### config.mk
export PLATFORM = sky130hd
export DESIGN_NAME = vregister_sequencer_flat
export DESIGN_NICKNAME = d
export VERILOG_FILES = /design/src/rtl/vregister_sequencer_if.sv /design/src/rtl/vregister_sequencer.sv /design/src/flat_wrapper.sv
export SDC_FILE = /design/constraint.sdc
export NUM_CORES = 1
export LEC_CHECK = 0
export BUFFER_PORTS_ARGS = -buffer_cell sky130_fd_sc_hd__buf_2
export CAP_MARGIN = 20
export CELL_PAD_IN_SITES_DETAIL_PLACEMENT = 0
export CELL_PAD_IN_SITES_GLOBAL_PLACEMENT = 1
export CORE_MARGIN = 4
export CORE_UTILIZATION = 42
export CTS_CLUSTER_DIAMETER = 40
export DETAILED_ROUTE_END_ITERATION = 8
export MAX_ROUTING_LAYER = met4
export PLACE_DENSITY = 0.78
export SLEW_MARGIN = 20
export SYNTH_ARGS = -nofsm -noshare
export SYNTH_HDL_FRONTEND = slang
export SYNTH_SLANG_ARGS = --single-unit
### constraint.sdc
create_clock -name clk -period 4 [get_ports clk]
set_clock_uncertainty 0.15 [all_clocks]
set_input_delay 0.2 -clock clk [delete_from_list [all_inputs] [get_ports clk]]
set_output_delay 0.2 -clock clk [all_outputs]
set_load 0.02 [all_outputs]
### src/rtl/vregister_sequencer_if.sv
// -----------------------------------------------------------------------------
// vregister_sequencer_if
//   Command handshake bundle between a command source (master) and the
//   register sequencer (slave).
//
//   cmd_valid  master -> slave  command present
//   cmd_ready  slave  -> master sequencer can accept (only while idle)
//   cmd_op     master -> slave  0=LOAD 1=UP 2=DOWN 3=SEEK
//   cmd_data   master -> slave  LOAD value / SEEK target
//   cmd_count  master -> slave  step count for UP/DOWN
// -----------------------------------------------------------------------------
interface vregister_sequencer_if #(
    parameter int WIDTH     = 8,
    parameter int CNT_WIDTH = 8
);
    logic                 cmd_valid;
    logic                 cmd_ready;
    logic [1:0]           cmd_op;
    logic [WIDTH-1:0]     cmd_data;
    logic [CNT_WIDTH-1:0] cmd_count;

    modport master (
        output cmd_valid,
        output cmd_op,
        output cmd_data,
        output cmd_count,
        input  cmd_ready
    );

    modport slave (
        input  cmd_valid,
        input  cmd_op,
        input  cmd_data,
        input  cmd_count,
        output cmd_ready
    );
endinterface

### src/rtl/vregister_sequencer.sv
// -----------------------------------------------------------------------------
// vregister_sequencer
//   Command-side driver for a counting register with a 2-bit ctrl port
//   (NONE/LOAD/INCR/DECR). High-level commands (load, step up N, step down N,
//   seek to target) arrive over a valid/ready handshake and are expanded into
//   a cycle-by-cycle ctrl/data stream. A shadow copy tracks the register
//   output every cycle, and done pulses for one cycle when a command finishes.
//
//   clk         clock, all state updates on the rising edge
//   sync_reset  synchronous active-high reset
//   cmd         command handshake (slave side of vregister_sequencer_if)
//   ctrl        register ctrl: 0=NONE 1=LOAD 2=INCR 3=DECR (registered)
//   reg_data    register data_in, meaningful while ctrl=LOAD (registered)
//   shadow      mirror of the register output
//   busy        a command is in progress
//   done        one-cycle completion pulse
// -----------------------------------------------------------------------------
module vregister_sequencer #(
    parameter int WIDTH     = 8,
    parameter int CNT_WIDTH = 8
) (
    input  logic                   clk,
    input  logic                   sync_reset,
    vregister_sequencer_if.slave   cmd,
    output logic [1:0]             ctrl,
    output logic [WIDTH-1:0]       reg_data,
    output logic [WIDTH-1:0]       shadow,
    output logic                   busy,
    output logic                   done
);

    typedef enum logic [1:0] {
        ST_IDLE = 2'd0,
        ST_LOAD = 2'd1,
        ST_STEP = 2'd2
    } state_t;

    localparam logic [1:0] OP_LOAD = 2'd0;
    localparam logic [1:0] OP_UP   = 2'd1;
    localparam logic [1:0] OP_DOWN = 2'd2;
    localparam logic [1:0] OP_SEEK = 2'd3;

    localparam logic [1:0] CTRL_NONE = 2'd0;
    localparam logic [1:0] CTRL_LOAD = 2'd1;
    localparam logic [1:0] CTRL_INCR = 2'd2;
    localparam logic [1:0] CTRL_DECR = 2'd3;

    localparam logic [WIDTH-1:0]     ONE_W   = {{(WIDTH-1){1'b0}}, 1'b1};
    localparam logic [CNT_WIDTH-1:0] ONE_C   = {{(CNT_WIDTH-1){1'b0}}, 1'b1};
    localparam logic [CNT_WIDTH-1:0] ZERO_C  = '0;

    state_t               state_q,    state_d;
    logic [1:0]           ctrl_q,     ctrl_d;
    logic [WIDTH-1:0]     reg_data_q, reg_data_d;
    logic [WIDTH-1:0]     shadow_q,   shadow_d;
    logic                 done_q,     done_d;
    logic [CNT_WIDTH-1:0] remain_q,   remain_d;
    logic [WIDTH-1:0]     target_q,   target_d;
    logic                 dir_up_q,   dir_up_d;
    logic                 seek_q,     seek_d;

    // Value the shadow (and the register) will hold after the current step.
    logic [WIDTH-1:0]     step_val;
    logic                 last_step;

    assign step_val  = dir_up_q ? (shadow_q + ONE_W) : (shadow_q - ONE_W);

    // A SEEK ends on the edge where the shadow lands on the target; UP/DOWN
    // end when the final counted step is being issued.
    assign last_step = seek_q ? (step_val == target_q) : (remain_q == ONE_C);

    // Next-state and next-output logic. ctrl is computed one cycle ahead so
    // that the registered ctrl lines up with the state it belongs to: the
    // accepting edge already loads the first LOAD/INCR/DECR code.
    always_comb begin
        state_d    = state_q;
        ctrl_d     = CTRL_NONE;
        reg_data_d = reg_data_q;
        shadow_d   = shadow_q;
        done_d     = 1'b0;
        remain_d   = remain_q;
        target_d   = target_q;
        dir_up_d   = dir_up_q;
        seek_d     = seek_q;

        case (state_q)
            ST_IDLE: begin
                if (cmd.cmd_valid) begin
                    case (cmd.cmd_op)
                        OP_LOAD: begin
                            state_d    = ST_LOAD;
                            ctrl_d     = CTRL_LOAD;
                            reg_data_d = cmd.cmd_data;
                        end
                        OP_UP, OP_DOWN: begin
                            seek_d   = 1'b0;
                            dir_up_d = (cmd.cmd_op == OP_UP);
                            remain_d = cmd.cmd_count;
                            if (cmd.cmd_count == ZERO_C) begin
                                done_d = 1'b1;
                            end else begin
                                state_d = ST_STEP;
                                ctrl_d  = (cmd.cmd_op == OP_UP) ? CTRL_INCR : CTRL_DECR;
                            end
                        end
                        default: begin
                            // SEEK: direction from an unsigned compare, so the
                            // walk never crosses the wrap point.
                            seek_d   = 1'b1;
                            target_d = cmd.cmd_data;
                            dir_up_d = (cmd.cmd_data > shadow_q);
                            if (cmd.cmd_data == shadow_q) begin
                                done_d = 1'b1;
                            end else begin
                                state_d = ST_STEP;
                                ctrl_d  = (cmd.cmd_data > shadow_q) ? CTRL_INCR : CTRL_DECR;
                            end
                        end
                    endcase
                end
            end

            ST_LOAD: begin
                shadow_d = reg_data_q;
                done_d   = 1'b1;
                state_d  = ST_IDLE;
            end

            ST_STEP: begin
                shadow_d = step_val;
                remain_d = remain_q - ONE_C;
                if (last_step) begin
                    done_d  = 1'b1;
                    state_d = ST_IDLE;
                end else begin
                    ctrl_d  = dir_up_q ? CTRL_INCR : CTRL_DECR;
                end
            end

            default: begin
                state_d = ST_IDLE;
            end
        endcase
    end

    // State and output registers. Reset aborts any command in flight without
    // a done pulse; the register is expected to be reset on the same edge so
    // a zero shadow stays truthful.
    always_ff @(posedge clk) begin
        if (sync_reset) begin
            state_q    <= ST_IDLE;
            ctrl_q     <= CTRL_NONE;
            reg_data_q <= '0;
            shadow_q   <= '0;
            done_q     <= 1'b0;
            remain_q   <= '0;
            target_q   <= '0;
            dir_up_q   <= 1'b0;
            seek_q     <= 1'b0;
        end else begin
            state_q    <= state_d;
            ctrl_q     <= ctrl_d;
            reg_data_q <= reg_data_d;
            shadow_q   <= shadow_d;
            done_q     <= done_d;
            remain_q   <= remain_d;
            target_q   <= target_d;
            dir_up_q   <= dir_up_d;
            seek_q     <= seek_d;
        end
    end

    assign cmd.cmd_ready = (state_q == ST_IDLE);
    assign busy          = (state_q != ST_IDLE);
    assign ctrl          = ctrl_q;
    assign reg_data      = reg_data_q;
    assign shadow        = shadow_q;
    assign done          = done_q;

endmodule
### src/flat_wrapper.sv
// flat-port wrapper written by rule: the top's interface ports become plain ports
module vregister_sequencer_flat 
#(
    parameter int WIDTH     = 8,
    parameter int CNT_WIDTH = 8
)
  (clk, sync_reset, ctrl, reg_data, shadow, busy, done, cmd_cmd_valid, cmd_cmd_op, cmd_cmd_data, cmd_cmd_count, cmd_cmd_ready);
  vregister_sequencer_if #(.WIDTH(WIDTH), .CNT_WIDTH(CNT_WIDTH)) cmd_i ();
  input  logic clk;
  input  logic sync_reset;
  output logic [1:0] ctrl;
  output logic [WIDTH-1:0] reg_data;
  output logic [WIDTH-1:0] shadow;
  output logic busy;
  output logic done;
  input wire logic [$bits(cmd_i.cmd_valid)-1:0] cmd_cmd_valid;
  input wire logic [$bits(cmd_i.cmd_op)-1:0] cmd_cmd_op;
  input wire logic [$bits(cmd_i.cmd_data)-1:0] cmd_cmd_data;
  input wire logic [$bits(cmd_i.cmd_count)-1:0] cmd_cmd_count;
  output wire logic [$bits(cmd_i.cmd_ready)-1:0] cmd_cmd_ready;
  assign cmd_i.cmd_valid = cmd_cmd_valid;
  assign cmd_i.cmd_op = cmd_cmd_op;
  assign cmd_i.cmd_data = cmd_cmd_data;
  assign cmd_i.cmd_count = cmd_cmd_count;
  assign cmd_cmd_ready = cmd_i.cmd_ready;
  vregister_sequencer #(.WIDTH(WIDTH), .CNT_WIDTH(CNT_WIDTH)) u_core (.clk(clk), .sync_reset(sync_reset), .cmd(cmd_i), .ctrl(ctrl), .reg_data(reg_data), .shadow(shadow), .busy(busy), .done(done));
endmodule
==> results.toml <==
[outcome]
status = "finished clean"

[worst_setup_path]
cpMaxStageDelayCell = "or4_4"
crit_path_max_fanout = 7
worst_ep_arrival_time_ns = 3.14
critPathMaxStageDelay_ns = 0.53
reg2reg_depth = 9
path_class = "reg2reg"
crit_path_start_kind = "register"
required_ns = 4.03
cp_cell_sequence = "inv_1 > ha_1 > a21o_1 > a21oi_4 > xnor3_1 > or4_4 > nor4_4 > o21ai_1 > a32o_1"
worst_setup_path_end_kind = "register"

[synthesis]
synth-main-ff-cell = "dfxtp_1"
syn_area_per_cell_um2 = 8.24
yosys-top-cells-area = "dfxtp_1 (29%), ha_1 (11%), mux2i_1 (7.9%), nor2_1 (6.8%), xnor2_1 (4.3%)"
async_reset_ff_share_pct = 0
synth_top_family_by_area = "simple AND/OR/NAND/NOR gates"
synthXorXnorAreaFrac_pct = 6.02
yosysTopAreaCellShare_pct = 29.4
synthMuxAreaShare_pct = 7.90
synth_cell_type_count = 51
synth_warnings = 0
syn-num-nets = 369
syn_inst = 323
synth-seq-cells = 39
synth_edf_count = 0
yosysSeqAreaShare_pct = 29.4
synth_compound_area_share_pct = 19.2
synth_area_um2 = 2660
synth_top_area_cell = "dfxtp_1"
synthAdderAreaFrac_pct = 12.0
yosys.area_share.simple_pct = 19.8

[sta]
setup_slack_ns = 0.884
slew_violations = 0
relSlewSlack_pct = 48.4
rsz0062_at_grt = "false"
fin_crit_ns = 3.12
finalSetupViolCount = 0
tightest_slew_ns = 0.773
max_freq_mhz = 321
timing.final.crit_share_pct = 77.9
hold_violations = 0
tns_ns = 0

[detailed_routing]
antenna_left = 0
firstDrtPassIters = 5
vias = 2409
drt-vias-per-instance = 5.60
wl_um = 7250
route.detailed.drc = 0
drt-initial-drc-count = 74
wire_per_inst_um = 16.9

[floorplanning]
die_y_um = 87.6
die_x_um = 87.6
coreArea_um2 = 6030
initial_core_util_pct = 44.1
ioPinCount = 42
dieArea_um2 = 7670
num_rows = 28

[final_layout]
post-route-util_pct = 49.6
layoutNonFillerInstCount = 430
layout_common_cells = "nor2_1 (48), buf_2 (41), dfxtp_1 (39), ha_1 (24), inv_1 (22)"
diodes = 0
nNetsFinal = 401
drive_above_1_share_pct = 16.6
ff_latch_area_um2 = 781
syn_to_final_growth_pct = 12.4
multi_input_area_um2 = 1730
final_common_cell = "nor2_1"
fillers = 609

[cts]
clkLatencyLatePin_ns = 0.30
post_cts_resized = 0
clk_pin_slew_ns = 0.08
cts_tree = "built"
cts_inserted_buffers = 5
cts_sinks = 39
post_cts_buffers = 0
cts_buffer_depth = 2
cts.hold.buffers_added = 0
clockRootBuffer = "clkbuf_8"
htree_num_levels = 2

[power_and_ir_drop]
p_leak_nw = 1.36
power_w = 0.00125
power_density_nw_per_um2 = 418
max-vdd-ir-drop_mv = 0.266

[place]
dp_slack_ns = 0.908
place_congestion = 0.909
dp_hpwl_um = 5470
dpl.cell_count = 423
io_buffers = 41

[run]
max_cap_violations = 0

[global_routing]
grt_pass1_vias = 2349
antenna_found_initial = 0
grt_max_degree = 39
grt_pass1_wl_um = 12000
grt_usage_pct = 20.8
grt_overflow = 0

[min_path]
whs_path_depth = 3
hold_class = "in2reg"
[state kept, by name, summed over array words and instances (netlist names)]
signal and cells:
u_core.seek_q 1, u_core.done 1, u_core.target_q 8, u_core.shadow 8, u_core.remain_q 8, u_core.ctrl 2, u_core.state_q 2, u_core.reg_data 8
u_core.dir_up_q 1
[critical path, delay by kind of cell (launching register included)]
family / cells / cell delay, ns
fa+ha+maj: 1 / 0.31
compound gates: 4 / 0.86
flops: 1 / 0.41
buf+inv: 1 / 0.19
simple gates: 2 / 0.84
xor+xnor: 1 / 0.25
[final cells by class]
cell class,instances,share of cell area [%]
sequential,39,26.1
timing repair buffer,42,7.11
multi-input combinational,245,57.9
clock buffer,6,2.76
tap,75,3.14
clock inverter,1,0.167
inverter,22,2.76
[per-layer routing]
| layer | GRT usage (%) | share of wire [%] | wire [um] | vias to the layer above |
|---|---|---|---|---|
| li1 | - | - | - | 1206 |
| met1 | 26.3 | 46 | 3350 | 1126 |
| met2 | 33.4 | 47 | 3410 | 62 |
| met3 | 3.29 | 4.3 | 309 | 15 |
| met4 | 7.39 | 2.6 | 189 | 0 |
| met5 | - | 0 | 0 | - |
[where the power goes]
part,leakage [nW],switching [W],total [W],internal [W]
sequential,0.318,0.0000334,0.000453,0.000420
combinational,0.991,0.000304,0.000522,0.000218
clock,0.0470,0.000137,0.000273,0.000135
[path summary, 6_finish.rpt]
| path | start | slack (ns) | endpoint |
|---|---|---|---|
| setup / recovery | u_core.dir_up_q | 0.88 | u_core.state_q[1] |
| hold / removal | cmd_cmd_data[2] | 0.03 | u_core.reg_data[2] |
| setup reg to reg | u_core.dir_up_q | 0.88 | u_core.state_q[1] |
| hold reg to reg | u_core.target_q[7] | 0.37 | u_core.target_q[7] |
[Yosys cell counts, drive strengths merged, types with 2 or more instances]
cell    instances
and3            2
clkbuf         14
a221oi          2
o21ai          20
mux2i          21
o31ai           2
a22oi           5
xnor2          13
a32o            2
ha             24
nand2          18
a21oi          16
nand4           3
or4             3
dfxtp          39
nor2           48
inv            22
buf             3
o21a            3
nand3           8
nor2b           4
nor3           10
a31oi           2
o22ai           2
a211oi         12
a21o            3
or2             2
[cell families (layout without fill, tap and decap cells)]
family | count (synthesis) | after routing
muxes | 21 | 21
xor gates and xnor gates | 15 | 15
adders and majority gates | 25 | 25
buffers and inverters | 39 | 71
DFF | 39 | 39
and+or+nand+nor | 108 | 108
AOI/OAI and AO/OA | 76 | 76
[per-stage QoR]
| step | hold slack [ns] | cell area (um2) |
|---|---|---|
| 6_report | 0.0299 | 2990 |
| 5_1_grt | 0.0442 | 2990 |
| 4_1_cts | 0.0247 | 2990 |
| 3_5_place_dp | 0.334 | 2900 |
| 3_3_place_gp | 0.331 | 2900 |
| 2_1_floorplan | 0.194 | 2660 |
Note: power is estimated with default switching activity, not from simulation.
